==> config.mk <==
export PLATFORM = sky130hd
export DESIGN_NAME = nucore_hex_pager
export DESIGN_NICKNAME = d
export VERILOG_FILES = /design/src/rtl/nucore_pkg.sv /design/src/rtl/hex_to_7seg.sv /design/src/rtl/nucore_hex_pager.sv
export SDC_FILE = /design/constraint.sdc
export NUM_CORES = 1
export LEC_CHECK = 0
export ABC_CLOCK_PERIOD_IN_PS = 2950
export CORE_UTILIZATION = 60
export DETAILED_ROUTE_END_ITERATION = 10
export PLACE_DENSITY = 0.85
export SYNTH_ARGS = -nofsm -noshare
export SYNTH_HDL_FRONTEND = slang
export SYNTH_SLANG_ARGS = --single-unit
export TNS_END_PERCENT = 20
==> constraint.sdc <==
create_clock -name KEY -period 2.95 [get_ports KEY]
set_input_delay 0.295 -clock KEY [delete_from_list [all_inputs] [get_ports KEY]]
set_output_delay 0.295 -clock KEY [all_outputs]
set_load 0.05 [all_outputs]
==> src/rtl/nucore_pkg.sv <==
// rtl/nucore_pkg.sv - shared segment codes, page-state encoding and nibble decode
package nucore_pkg;

  localparam logic [0:6] SEG_BLANK = 7'b1111111;
  localparam logic [0:6] SEG_H     = 7'b1001000;

  typedef enum logic [1:0] {
    ST_BLANK   = 2'd0,
    ST_PAGE_LO = 2'd1,
    ST_PAGE_HI = 2'd2
  } page_state_t;

  // Segment order a..g with a at index 0; a 0 lights the segment.
  function automatic logic [0:6] hex_to_seg(input logic [3:0] nibble);
    logic [0:6] seg;
    case (nibble)
      4'h0: seg = 7'b0000001;
      4'h1: seg = 7'b1001111;
      4'h2: seg = 7'b0010010;
      4'h3: seg = 7'b0000110;
      4'h4: seg = 7'b1001100;
      4'h5: seg = 7'b0100100;
      4'h6: seg = 7'b0100000;
      4'h7: seg = 7'b0001111;
      4'h8: seg = 7'b0000000;
      4'h9: seg = 7'b0000100;
      4'hA: seg = 7'b0001000;
      4'hB: seg = 7'b1100000;
      4'hC: seg = 7'b0110001;
      4'hD: seg = 7'b1000010;
      4'hE: seg = 7'b0110000;
      default: seg = 7'b0111000;
    endcase
    return seg;
  endfunction

endpackage

==> src/rtl/hex_to_7seg.sv <==
// rtl/hex_to_7seg.sv - combinational nibble to active-low 7-segment decode
module hex_to_7seg
  import nucore_pkg::*;
(
  input  logic [3:0] nibble,
  output logic [0:6] seg
);

  assign seg = hex_to_seg(nibble);

endmodule

==> src/rtl/nucore_hex_pager.sv <==
// rtl/nucore_hex_pager.sv - captures the NuCore result bus and pages it across six hex digits
module nucore_hex_pager
  import nucore_pkg::*;
#(
  parameter int DWELL_CYCLES = 50_000_000,
  parameter int TIMER_W      = 26
) (
  input  logic [1:0]  KEY,
  input  logic [31:0] result,
  input  logic        result_valid,
  input  logic        hold,
  output logic [0:6]  HEX0,
  output logic [0:6]  HEX1,
  output logic [0:6]  HEX2,
  output logic [0:6]  HEX3,
  output logic [0:6]  HEX4,
  output logic [0:6]  HEX5,
  output logic [0:0]  LEDR
);

  localparam logic [TIMER_W-1:0] TIMER_LAST = TIMER_W'(DWELL_CYCLES - 1);

  logic clk;
  logic rst_n;
  assign clk   = KEY[0];
  assign rst_n = KEY[1];

  page_state_t        state, state_nxt;
  logic [TIMER_W-1:0] timer, timer_nxt;
  logic [31:0]        shown_val;
  logic [0:6]         digit [8];
  logic [0:6]         hex_nxt [6];
  logic               led_nxt;

  genvar gi;
  generate
    for (gi = 0; gi < 8; gi++) begin : g_dec
      hex_to_7seg u_dec (
        .nibble (shown_val[4*gi +: 4]),
        .seg    (digit[gi])
      );
    end
  endgenerate

  always_ff @(posedge clk or negedge rst_n) begin
    if (!rst_n) begin
      state     <= ST_BLANK;
      timer     <= '0;
      shown_val <= '0;
    end else begin
      state <= state_nxt;
      timer <= timer_nxt;
      if (result_valid) shown_val <= result;
    end
  end

  // A capture outranks both hold and dwell expiry and always restarts on the low page.
  always_comb begin
    state_nxt = state;
    timer_nxt = timer;
    if (result_valid) begin
      state_nxt = ST_PAGE_LO;
      timer_nxt = '0;
    end else if (state != ST_BLANK && !hold) begin
      if (timer == TIMER_LAST) begin
        timer_nxt = '0;
        state_nxt = (state == ST_PAGE_LO) ? ST_PAGE_HI : ST_PAGE_LO;
      end else begin
        timer_nxt = timer + 1'b1;
      end
    end
  end

  always_comb begin
    for (int i = 0; i < 6; i++) hex_nxt[i] = SEG_BLANK;
    led_nxt = 1'b0;
    case (state)
      ST_PAGE_LO: begin
        for (int i = 0; i < 6; i++) hex_nxt[i] = digit[i];
      end
      ST_PAGE_HI: begin
        hex_nxt[0] = digit[6];
        hex_nxt[1] = digit[7];
        hex_nxt[2] = SEG_H;
        led_nxt    = 1'b1;
      end
      default: ;
    endcase
  end

  // Pins are driven from flops, so the display trails the internal state by one clock.
  always_ff @(posedge clk or negedge rst_n) begin
    if (!rst_n) begin
      HEX0 <= SEG_BLANK;
      HEX1 <= SEG_BLANK;
      HEX2 <= SEG_BLANK;
      HEX3 <= SEG_BLANK;
      HEX4 <= SEG_BLANK;
      HEX5 <= SEG_BLANK;
      LEDR <= 1'b0;
    end else begin
      HEX0 <= hex_nxt[0];
      HEX1 <= hex_nxt[1];
      HEX2 <= hex_nxt[2];
      HEX3 <= hex_nxt[3];
      HEX4 <= hex_nxt[4];
      HEX5 <= hex_nxt[5];
      LEDR <= led_nxt;
    end
  end

endmodule
==> impl_metrics.py, run 1 <==
metrics = {
    "floorplan": {
        "fp-row-count": 37,
        "initial_utilization_pct": 61.5,
        "die_area_sq_um": 10900,
        "ioPinCount": 79,
        "die_w_um": 104,
        "core_area_sq_um": 10200,
        "fp.dieH_um": 104,
    },
    "yosys": {
        "synth_common_cells": "nand2_1 (70), o21ai_0 (66), dfrtp_1 (61), ha_1 (55), dfstp_2 (42)",
        "yosys_warnings": 0,
        "synth_area_per_cell_sq_um": 9.65,
        "ys.flop_type": "dfrtp_1",
        "synth_top_area_share_pct": 24.3,
        "ys_top_cells_by_area": "dfrtp_1 (24%), dfstp_2 (18%), ha_1 (11%), o21ai_0 (5.2%), nand2_1 (4.2%)",
        "netlist_area_sq_um": 6290,
        "yosysSeqAreaShare_pct": 41.8,
        "yosysTopAreaCell": "dfrtp_1",
        "synth_most_common_cell": "nand2_1",
        "synthArstFlopShare_pct": 100,
        "synth_edf_count": 0,
        "synth.distinct_cells": 60,
        "synth_cells": 652,
        "ys_ff_latch": 103,
        "syn_nets": 743,
    },
    "sta": {
        "finalMaxSlewViolations": 0,
        "clock.fmax_mhz": 456,
        "finalCriticalPeriod_ns": 2.19,
        "fin_setup_tns_ns": 0,
        "finalSetupViolations": 0,
        "relSlewSlack_pct": 57.1,
        "final-hold-violation-count": 103,
        "whs_ns": -0.348,
        "rsz0062_at_grt": "no",
        "fin_skew_ns": 0.0112,
        "worst_pin_slew_ns": 0.643,
        "period_share_pct": 74.3,
    },
    "detailed_routing": {
        "dr_total_vias": 5167,
        "drc_errors": 0,
        "drt_iter0_markers": 367,
        "avgViaCountPerCell": 6.02,
        "wl_mm": 14.0,
        "dr.pass1.iters": 6,
        "ant_nets": 0,
        "wl_per_cell_um": 16.3,
    },
    "worst_setup_path": {
        "cp_max_fo": 14,
        "reg2reg_to": "timer[9]",
        "max_stage_delay_ns": 0.64,
        "reg2reg_from": "timer[16]",
        "arrival_ns": 2.43,
        "crit_path_cell_trace": "nor4bb_1 -> nand4_4 -> o31ai_4 -> nor2_1",
        "startpoint_type": "flip-flop",
        "path_buf_inv": 0,
        "worst_ep_required_time_ns": 3.19,
        "end_kind": "flip-flop",
        "rr_worst_depth": 4,
        "critPathKind": "flip-flop to flip-flop",
        "slowest_stage": "o31ai_4",
        "reg2reg_slack_ns": 0.76,
        "critPathTopFamily": "simple AND/OR/NAND/NOR gates",
    },
    "status": {
        "violations": "negative hold slack",
        "status": "finished with violations",
    },
    "placement": {
        "port_buffers": 77,
        "routabilityCongestion": 0.906,
        "dp_hpwl_mm": 9.16,
        "dp_cells": 826,
    },
    "cells_and_area": {
        "final_nets": 801,
        "drive_gt1_share_pct": 15.1,
        "antenna_cells": 0,
        "final_cell_count_no_fill": 858,
        "area_growth_pct": 19.1,
    },
    "clock_tree": {
        "postCtsHoldBufs": 0,
        "clk_pin_slew_worst_paths_ns": 0.11,
        "clock_latency_ns": 0.37,
        "cts_tree": "yes",
        "cts_resized": 0,
        "post_cts_buffers": 0,
    },
    "power": {
        "power.density_nw_per_um2": 662,
        "vdd_drop_max_mv": 0.414,
        "power.leakage_nw": 3.23,
        "p_total_mw": 4.97,
    },
    "grt": {
        "antenna_found_initial": 0,
        "grt_start_max_net_pins": 45,
        "grt.total_usage_pct": 28.3,
        "overflow": 0,
        "grt_pass1_vias": 5333,
        "grt_pass1_wl_mm": 24.0,
    },
    "run": {
        "drv_cap": 0,
    },
    "min_path": {
        "hold_class": "clock port to async pin",
    },
}
==> cell families after synthesis <==
| kind of cell | share of synthesized area [%] |
|---|---|
| muxes | 7.42 |
| adders and majority gates | 10.9 |
| DFF | 41.8 |
| buffers and inverters | 5.11 |
| xor gates and xnor gates | 1.11 |
| and+or+nand+nor | 18.6 |
| AOI/OAI and AO/OA | 15.1 |
==> through the flow <==
stage               setup WS [ns]  hold WS (ns)  area (sq um)  utilization [%]
finish                      0.757        -0.348          7500             73.3
global route                0.615        -0.349          7500             73.3
CTS                         0.773        -0.343          7500             73.3
detailed placement          0.756        -0.296          7060             69.0
global placement            0.846        -0.296          7060             69.0
floorplan                    1.11        -0.296          6290                -
==> flip-flops by register name, indices dropped and copies added (netlist names) <==
register   cells
LEDR           1
HEX0           7
HEX3           7
HEX2           7
shown_val     32
state          2
HEX5           7
timer         26
HEX4           7
HEX1           7
==> layer usage <==
| metal | share of wire [%] | up-vias | global-route usage, % |
|---|---|---|---|
| li1 | - | 2427 | - |
| met1 | 42 | 2509 | 32.7 |
| met2 | 50 | 200 | 43.4 |
| met3 | 6.2 | 31 | 11.2 |
| met4 | 2.3 | 0 | 18.7 |
| met5 | 0 | - | 0 |
==> report_power, final <==
part	leakage [nW]	internal, mW	total, mW	switching, mW
clock network	0.216	0.847	2.10	1.25
logic	1.79	0.428	1.07	0.637
registers	1.22	1.65	1.80	0.147
total	3.23	2.93	4.97	2.04
==> cell type report <==
| cell class | instances | area (sq um) |
|---|---|---|
| sequential | 103 | 2630 |
| timing repair buffer | 79 | 781 |
| inverter | 37 | 139 |
| tap | 136 | 170 |
| fill | 702 | 2730 |
| multi-input combinational | 471 | 3340 |
| clock buffer | 19 | 251 |
| clock inverter | 13 | 185 |
==> worst register-to-register path: cells and delay by family (launching register included) <==
kind               cells  cell delay, ns
AOI/OAI and AO/OA      1            0.64
and+or+nand+nor        3            0.96
DFF                    1            0.46
==> how the worst max path moves through the flow <==
stage	start	endpoint	slack (ns)	cells after the start
3_3_place_gp	hold	timer[9]	0.85	4
2_1_floorplan	state[0]	timer[3]	1.11	6
6_report	timer[16]	timer[9]	0.76	4
4_1_cts	timer[16]	timer[9]	0.77	4
5_1_grt	timer[0]	timer[13]	0.61	5
3_5_place_dp	hold	timer[9]	0.76	4
==> cells in the final DEF (no fill, tap or decap), types with 3 or more instances in the layout <==
master and instances:
or3_1 9, inv_1 37, and3_1 5, a21boi_0 4, xor2_1 6, nand2b_1 24, nor2_1 34, a31oi_1 7
nand2_1 70, nor3_1 6, mux2i_1 14, and4_1 5, o21ai_0 66, nor3b_1 6, o211ai_1 17, mux2_2 15
o2111ai_1 4, mux4_2 7, inv_8 3, nand3_1 26, nand4_1 10, dfrtp_1 61, clkbuf_8 18, a221o_1 4
nor2b_1 5, a21oi_1 25, or4_1 7, dfstp_2 42, o31ai_1 4, clkdlybuf4s50_1 76, ha_1 55
Power figures use the tool's default switching activity.
==> run 2, diff against run 1 <==
Settings changed: ABC_CLOCK_PERIOD_IN_PS 2950 to 2200, CORE_UTILIZATION 60 to 56, PLACE_DENSITY 0.85 to 0.8.
Clock period 2.95 ns to 2.2 ns, I/O delays scaled along.
==> impl_metrics.py, run 2 (synthesis results as in run 1) <==
metrics = {
    "sta": {
        "rsz0062_at_grt": "no",
        "fin_skew_ns": 0.00905,
        "clock.fmax_mhz": 492,
        "worst_pin_slew_ns": 0.525,
        "finalSetupViolations": 0,
        "finalMaxSlewViolations": 0,
        "relSlewSlack_pct": 64.5,
        "final-hold-violation-count": 103,
        "finalCriticalPeriod_ns": 2.03,
        "fin_setup_tns_ns": 0,
        "period_share_pct": 92.4,
        "whs_ns": -0.350,
    },
    "worst_setup_path": {
        "reg2reg_from": "timer[20]",
        "reg2reg_slack_ns": 0.17,
        "end_kind": "flip-flop",
        "startpoint_type": "flip-flop",
        "worst_ep_required_time_ns": 2.46,
        "max_stage_delay_ns": 0.72,
        "arrival_ns": 2.29,
        "reg2reg_to": "timer[12]",
        "critPathKind": "flip-flop to flip-flop",
        "cp_max_fo": 8,
        "crit_path_start": "timer[20]",
        "rr_worst_depth": 4,
        "slowest_stage": "or4_1",
        "crit_path_cell_trace": "nand4_1 -> or4_1 -> o21ai_0 -> o211ai_1",
    },
    "cells_and_area": {
        "nFillCells": 837,
        "final_cell_count_no_fill": 871,
        "fin_util_pct": 69.1,
        "top_register": "shown_val",
        "drive_gt1_share_pct": 15.9,
        "top_regs": "shown_val (32), timer (26)",
        "seq_area_sq_um": 2630,
        "multiInputGateArea_sq_um": 3340,
        "layout_common_cells": "clkdlybuf4s50_1 (76), nand2_1 (70), o21ai_0 (66), dfrtp_1 (61), ha_1 (55)",
        "final_common_cell": "clkdlybuf4s50_1",
        "final_nets": 810,
        "largest_register_ffs": 32,
        "antenna_cells": 0,
        "area_growth_pct": 19.5,
    },
    "detailed_routing": {
        "drc_errors": 0,
        "ant_nets": 0,
        "wl_per_cell_um": 15.7,
        "dr_total_vias": 5102,
        "drt_iter0_markers": 298,
        "dr.pass1.iters": 6,
        "avgViaCountPerCell": 5.86,
        "wl_mm": 13.6,
    },
    "clock_tree": {
        "clock_latency_ns": 0.38,
        "cts_tree": "yes",
        "cts_resized": 0,
        "clk_pin_slew_worst_paths_ns": 0.10,
        "post_cts_buffers": 0,
        "postCtsHoldBufs": 0,
    },
    "grt": {
        "grt.busiest_layer": "met2",
        "grt_start_max_net_pins": 29,
        "grt_pass1_wl_mm": 22.9,
        "grt.total_usage_pct": 26.4,
        "grt_use_met3_pct": 13.3,
        "grt_use_met1_pct": 29.9,
        "grt_pass1_vias": 5054,
        "overflow": 0,
        "use_met2_pct": 39.0,
        "antenna_found_initial": 0,
    },
    "floorplan": {
        "fp-row-count": 38,
        "ioPinCount": 79,
        "die_w_um": 108,
        "core_area_sq_um": 10900,
        "fp.dieH_um": 108,
        "die_area_sq_um": 11700,
        "initial_utilization_pct": 57.8,
    },
    "status": {
        "status": "finished with violations",
        "violations": "negative hold slack",
    },
    "min_path": {
        "hold_class": "clock port to async pin",
    },
    "placement": {
        "dp_cells": 839,
        "port_buffers": 77,
        "dp_hpwl_mm": 9.46,
        "routabilityCongestion": 0.920,
    },
    "power": {
        "power.leakage_nw": 3.26,
        "p_total_mw": 6.44,
        "power.density_nw_per_um2": 856,
        "vdd_drop_max_mv": 0.530,
    },
    "run": {
        "drv_cap": 0,
    },
}
run 2: changes by cell type in the layout (fill, tap and decap cells not counted), sizes merged:
| cell | previous run | this run |
|---|---|---|
| buf | 3 | 12 |
| clkbuf | 19 | 23 |
| bufinv | 2 | 0 |
| clkinv | 3 | 2 |
| clkinvlp | 1 | 0 |
run 2: per-stage QoR:
stage          hold slack (ns)  setup slack [ns]  instance area [sq um]
2_1_floorplan           -0.296             0.358                   6290
4_1_cts                 -0.356             0.205                   7520
6_report                -0.350             0.167                   7520
3_3_place_gp            -0.296             0.286                   7130
3_5_place_dp            -0.296             0.219                   7130
5_1_grt                 -0.356            0.0869                   7520
run 2: final cells by class:
class	instances	share of cell area [%]
Multi-Input combinational cell	471	44.4
Sequential cell	103	35.0
Clock inverter	9	1.16
Tap cell	140	2.33
Clock buffer	23	3.96
Timing Repair Buffer	88	11.3
Inverter	37	1.85
run 2: worst max-delay path, delay by kind of cell (launching register included):
kind / cells / cell delay (ns)
AO/OA/AOI/OAI: 2 / 0.58
flip-flops: 1 / 0.45
AND/OR/NAND/NOR: 2 / 0.86
run 2: metal layers:
layer / vias up / share of wire [%]
met4: 0 / 2.6
met2: 211 / 48
met5: - / 0
li1: 2444 / -
met1: 2416 / 42
met3: 31 / 7.2
run 2: report_power, final:
part           switching, mW  internal, mW  leakage, nW  total (mW)
clock                   1.62         0.981        0.200        2.60
sequential             0.180          2.22         1.22        2.40
combinational          0.855         0.585         1.84        1.44
run 2: worst max path at each step:
stage           endpoint  cells past startpoint
6_report       timer[12]                      4
4_1_cts        timer[12]                      4
2_1_floorplan   timer[3]                      6
3_3_place_gp   timer[18]                      4
5_1_grt        timer[12]                      4
3_5_place_dp   timer[12]                      4
==> run 3, diff against run 2 <==
Settings changed: CTS_CLUSTER_SIZE set to 40.
==> results of run 3 <==
Same layout as run 2: the final DEF is identical, and so are final timing and power.
